$ cat src/rtl/systolic_pkg.sv
// Shared types and default sizing for the systolic array operand feeder.
//   state_t         - feeder FSM state encoding
//   DEF_N/W/DRAIN   - default array dimension, operand width, drain length
package systolic_pkg;

  localparam int DEF_N     = 2;
  localparam int DEF_W     = 32;
  localparam int DEF_DRAIN = DEF_N;

  typedef enum logic [2:0] {
    ST_IDLE,
    ST_CLEAR,
    ST_FEED,
    ST_DRAIN,
    ST_DONE
  } state_t;

endpackage

$ cat src/rtl/systolic_feeder.sv
// Feeds an N x N output-stationary systolic array with one matrix product job.
// A job's two matrices are captured on the in_valid/in_ready handshake, the
// array accumulators are cleared, then the operands are streamed in skewed
// order (row i of A delayed by i beats, column j of B delayed by j beats),
// followed by DRAIN zero beats so the last partial products settle.
//
// Ports
//   clock         single clock, posedge
//   reset         synchronous, active-low
//   in_valid      A_mat/B_mat hold a job
//   in_ready      feeder is idle and will take a job this cycle
//   A_mat, B_mat  [row][col] operand matrices
//   A, B          registered skewed lanes to the array (lane i = row/col i)
//   array_clear   one-cycle pulse ahead of the operand stream
//   result_valid  one-cycle pulse when the array holds A_mat x B_mat
//   busy          any state other than IDLE
//
// state    | meaning
// ---------+-------------------------------------------------
// IDLE     | waiting for a job, in_ready high
// CLEAR    | one cycle, pulses array_clear
// FEED     | 2N-1 beats of skewed operands, t = 0..2N-2
// DRAIN    | DRAIN beats of zeros while the array finishes
// DONE     | one cycle, pulses result_valid
module systolic_feeder
  import systolic_pkg::*;
#(
  parameter int N     = DEF_N,
  parameter int W     = DEF_W,
  parameter int DRAIN = N
) (
  input  logic                        clock,
  input  logic                        reset,
  input  logic                        in_valid,
  output logic                        in_ready,
  input  logic [N-1:0][N-1:0][W-1:0]  A_mat,
  input  logic [N-1:0][N-1:0][W-1:0]  B_mat,
  output logic [N-1:0][W-1:0]         A,
  output logic [N-1:0][W-1:0]         B,
  output logic                        array_clear,
  output logic                        result_valid,
  output logic                        busy
);

  localparam int TW       = $clog2(2*N + DRAIN) + 1;
  localparam int DRAIN_LT = (DRAIN > 0) ? DRAIN - 1 : 0;
  localparam logic [TW-1:0] FEED_LAST  = TW'(2*N - 2);
  localparam logic [TW-1:0] DRAIN_LAST = TW'(DRAIN_LT);

  state_t                      state, state_nxt;
  logic [TW-1:0]               t, t_nxt;
  logic                        cap_en;
  logic [N-1:0][N-1:0][W-1:0]  a_cap, b_cap;
  logic [N-1:0][W-1:0]         a_nxt, b_nxt;

  always_ff @(posedge clock) begin
    if (!reset) begin
      state <= ST_IDLE;
      t     <= '0;
      a_cap <= '0;
      b_cap <= '0;
      A     <= '0;
      B     <= '0;
    end else begin
      state <= state_nxt;
      t     <= t_nxt;
      if (cap_en) begin
        a_cap <= A_mat;
        b_cap <= B_mat;
      end
      A <= a_nxt;
      B <= b_nxt;
    end
  end

  always_comb begin
    state_nxt = state;
    t_nxt     = '0;
    cap_en    = 1'b0;
    unique case (state)
      ST_IDLE: begin
        if (in_valid) begin
          cap_en    = 1'b1;
          state_nxt = ST_CLEAR;
        end
      end
      ST_CLEAR: state_nxt = ST_FEED;
      ST_FEED: begin
        if (t == FEED_LAST) begin
          state_nxt = (DRAIN == 0) ? ST_DONE : ST_DRAIN;
        end else begin
          t_nxt = t + 1'b1;
        end
      end
      ST_DRAIN: begin
        if (t == DRAIN_LAST) state_nxt = ST_DONE;
        else                 t_nxt     = t + 1'b1;
      end
      ST_DONE: state_nxt = ST_IDLE;
      default: state_nxt = ST_IDLE;
    endcase
  end

  // The lanes are registered, so they are computed for the beat the FSM is
  // about to enter: beat t carries A[i][k] on lane i and B[k][j] on lane j
  // exactly when t equals lane index plus k.
  always_comb begin
    a_nxt = '0;
    b_nxt = '0;
    if (state_nxt == ST_FEED) begin
      for (int i = 0; i < N; i++) begin
        for (int k = 0; k < N; k++) begin
          if (int'(t_nxt) == i + k) begin
            a_nxt[i] = a_cap[i][k];
            b_nxt[i] = b_cap[k][i];
          end
        end
      end
    end
  end

  assign in_ready     = (state == ST_IDLE);
  assign busy         = (state != ST_IDLE);
  assign array_clear  = (state == ST_CLEAR);
  assign result_valid = (state == ST_DONE);

endmodule

$ cat config.mk
export PLATFORM = sky130hd
export DESIGN_NAME = systolic_feeder
export DESIGN_NICKNAME = d
export VERILOG_FILES = /design/src/rtl/systolic_pkg.sv /design/src/rtl/systolic_feeder.sv
export SDC_FILE = /design/constraint.sdc
export NUM_CORES = 1
export LEC_CHECK = 0
export ABC_CLOCK_PERIOD_IN_PS = 4160
export CAP_MARGIN = 10
export CORE_MARGIN = 10
export CORE_UTILIZATION = 28
export CTS_BUF_LIST = sky130_fd_sc_hd__clkbuf_4 sky130_fd_sc_hd__clkbuf_8
export DETAILED_ROUTE_END_ITERATION = 8
export GPL_ROUTABILITY_DRIVEN = 0
export GPL_TIMING_DRIVEN = 0
export PLACE_DENSITY_LB_ADDON = 0.25
export SLEW_MARGIN = 10
export SYNTH_ARGS = -nofsm -noshare
export SYNTH_HDL_FRONTEND = slang
export SYNTH_SLANG_ARGS = --single-unit
$ cat constraint.sdc
create_clock -name clock -period 4.16 [get_ports clock]
set_clock_uncertainty 0.05 [all_clocks]
set_input_delay 0.624 -clock clock [delete_from_list [all_inputs] [get_ports clock]]
set_output_delay 0.624 -clock clock [all_outputs]
set_load 0.01 [all_outputs]
==> run_results.csv <==
group,metric,value,unit
synthesis,synth_top_family_by_area,"compound AO/OA/AOI/OAI gates",
worst_setup_path,crit_chain,"buf_2 > nor3_1 > a211oi_1 > o21bai_1 > clkbuf_1 > clkbuf_1 > nor2_1",
synthesis,yosys.cell_count.top_type,"nand2_1",
floorplan,die_h,245,um
synthesis,synth_top_area_frac,0.553,
route,vias_per_cell,4.51,
global_routing,grt_pass1_vias,13490,
power_and_ir_drop,intPower,6710,uW
synthesis,synthAdderAreaFrac,0,
cts,numCtsBuffers,70,
worst_hold_path,hp-class,"reg -> reg",
timing,setup_ws,1.40,ns
worst_setup_path,cpMaxStageDelayCell,"clkbuf_1",
floorplan,pin_count,391,
timing,setup_viol,0,
power_and_ir_drop,seqPwrFrac,0.448,
timing,hold_viol_final,0,
power_and_ir_drop,p_leak,0.00727,uW
timing,min_period,2.76,ns
power_and_ir_drop,p_switching,2290,uW
synthesis,syn_area_per_cell,8.55,um2
place,dp.cells,2717,
synthesis,ys.flop_type,"dfxtp_1",
cts,cts-htree-levels,3,
finish,final_core_util,0.409,
cts,clock_latency,0.63,ns
floorplan,die_w,245,um
route,ant_nets,0,
synthesis,synth_enable_flop_cells,0,
synthesis,syn_inst,1656,
place,hpwl,40400,um
worst_setup_path,critPathLaunchType,"register",
worst_setup_path,worstSetupPathType,"reg -> reg",
timing,rsz0062_at_grt,"false",
cts,cts_tree,"built",
run,maxCapViolCount,0,
power_and_ir_drop,p_clk_frac,0.441,
global_routing,grt_pass1_wl,79700,um
synthesis,synth_cell_types,32,
synthesis,ys_seq_area_frac,0.553,
synthesis,synth.net_count,1915,
synthesis,synthSimpleGateAreaFrac,0.182,
cts,clk_pin_slew,0.06,ns
worst_setup_path,max_stage_delay,0.71,ns
timing,fmax,362,MHz
cts,cts_buffer_depth,3,
timing,post-route-period-util,0.664,
global_routing,antenna_found_initial,15,
global_routing,gr-total-overflow,0,
finish,syn_to_final_growth,44.5,%
synthesis,muxShareOfSynthArea,0,
cts,hold_buffers,0,
route,wl,53100,um
cts,cts_resized,0,
place,place_ws,0.840,ns
power_and_ir_drop,netSwitchingFraction,0.255,
timing,slew_headroom,0.398,
worst_setup_path,worstPathArrival,3.17,ns
floorplan,coreArea,50100,um2
synthesis,yosys_warnings,0,
synthesis,ys_top_cells_by_area,"dfxtp_1 (55%), nand2_1 (15%), a21boi_0 (13%), a22oi_1 (3.4%), a21oi_1 (2.3%)",
synthesis,synth.ff_latch_count,391,
worst_setup_path,crit_fanout,10,
place,port_buffers,389,
timing,finalSetupTns,0,ns
finish,nNetsFinal,2376,
worst_setup_path,endpoint_kind,"register",
cts,cts_root_buffer,"clkbuf_8",
global_routing,grt_usage,0.172,
route,dr.pass1.iters,5,
route,routed-via-count,12811,
floorplan,start_util,0.283,
route,drc,0,
cts,cts_setup_buffers,0,
status,status,"complete, no violations",
worst_setup_path,crit_required,4.56,ns
route,wl_per_cell,18.7,um
timing,tightest_slew,0.904,ns
power_and_ir_drop,pwr-share-comb,0.111,
synthesis,synth-compound-area-share,0.220,
power_and_ir_drop,powerDensity,440,nW/um2
global_routing,grt_max_degree,11,
synthesis,synth_xor_area_frac,0.00186,
worst_setup_path,path_buf_inv,3,
worst_setup_path,crit_family,"buffers and inverters",
finish,layoutNonFillerInstCount,2843,
timing,hold_ws,0.403,ns
synthesis,async_flop_share,0,
synthesis,syn_area,14200,um2
synthesis,synth.largest_area_cell,"dfxtp_1",
floorplan,rows,82,
power_and_ir_drop,ir_drop,262,uV
route,dr.first_iter.drc_count,620,
worst_setup_path,crit_top_cell,"clkbuf_1",
cts,cts.sinks,391,
floorplan,dieArea,60000,um2
timing,slew_viol_final,0,
synthesis,yosys-top-cells-count,"nand2_1 (580), dfxtp_1 (391), a21boi_0 (251)",
finish,drive_gt1_frac,0.0839,
-- flip-flops by register name, summed over array words and instances, names as in the netlist --
signal,cells
t,4
state,3
A,64
B,64
a_cap,128
b_cap,128
-- worst min-delay path: cells and delay by family (launching register included) --
| family | cells | cell delay [ns] |
|---|---|---|
| AO/OA/AOI/OAI | 1 | 0.05 |
| flip-flops | 1 | 0.31 |
| AND/OR/NAND/NOR | 1 | 0.05 |
-- worst paths after layout --
check / to / from / slack, ns / cells past startpoint
worst min register to register: A[18] / a_cap[50] / 0.40 / 2
worst max register to register: B[59] / t[0] / 1.40 / 7
worst max-delay path: B[59] / t[0] / 1.40 / 7
worst min-delay path: A[18] / a_cap[50] / 0.40 / 2
-- layer usage --
metal	up-vias	share of wire	global-route usage
met5	-	0.0029	0
met4	26	0.017	0.0484
met3	95	0.090	0.0687
met2	383	0.47	0.290
met1	5937	0.42	0.199
li1	6370	-	-
-- area by class of cell --
cell class,count,area (um2)
Buffer,135,608
Inverter,2,7.51
Multi-Input combinational cell,1128,5710
Tap cell,672,841
Antenna cell,1,2.50
Clock inverter,15,179
Timing Repair Buffer,389,3890
Clock buffer,110,1390
Sequential cell,391,7830
Fill cell,5125,29600
-- metrics by stage --
stage / instance area (um2) / total power (uW)
6_report: 20500 / 9000
5_1_grt: 20500 / 9410
4_1_cts: 20500 / 9140
3_5_place_dp: 18900 / 5130
3_3_place_gp: 18900 / 5110
2_1_floorplan: 14200 / 4570
-- cells in the final DEF, fill, tap and decap left out, drive strengths merged, types with 2 or more instances in the layout --
master / Yosys / routed
a211oi: 2 / 2
a21boi: 258 / 258
a21oi: 65 / 65
a22oi: 64 / 64
and2: 2 / 2
and3: 2 / 2
buf: 54 / 54
bufinv: 0 / 3
clkbuf: 81 / 191
clkdlybuf4s50: 0 / 389
clkinv: 0 / 4
clkinvlp: 0 / 5
dfxtp: 391 / 391
inv: 2 / 5
nand2: 580 / 580
nand2b: 2 / 2
nand3: 2 / 2
nor2: 69 / 69
nor2b: 3 / 3
nor3: 4 / 4
o21ai: 66 / 66
xor2: 2 / 2
-- kinds of logic after synthesis --
family	after synthesis
buffers and inverters	137
xor gates and xnor gates	3
AOI/OAI and AO/OA	456
DFF	391
and+or+nand+nor	669
-- power groups by stage --
| stage | sequential [uW] | clock (uW) | combinational, uW |
|---|---|---|---|
| floorplan | 4090 | 0 | 480 |
| global placement | 4110 | 0 | 1010 |
| detailed placement | 4110 | 0 | 1020 |
| CTS | 4030 | 4090 | 1020 |
| global route | 4050 | 4250 | 1110 |
| finish | 4030 | 3970 | 1000 |
No activity file was read; power rests on OpenSTA's default activity.
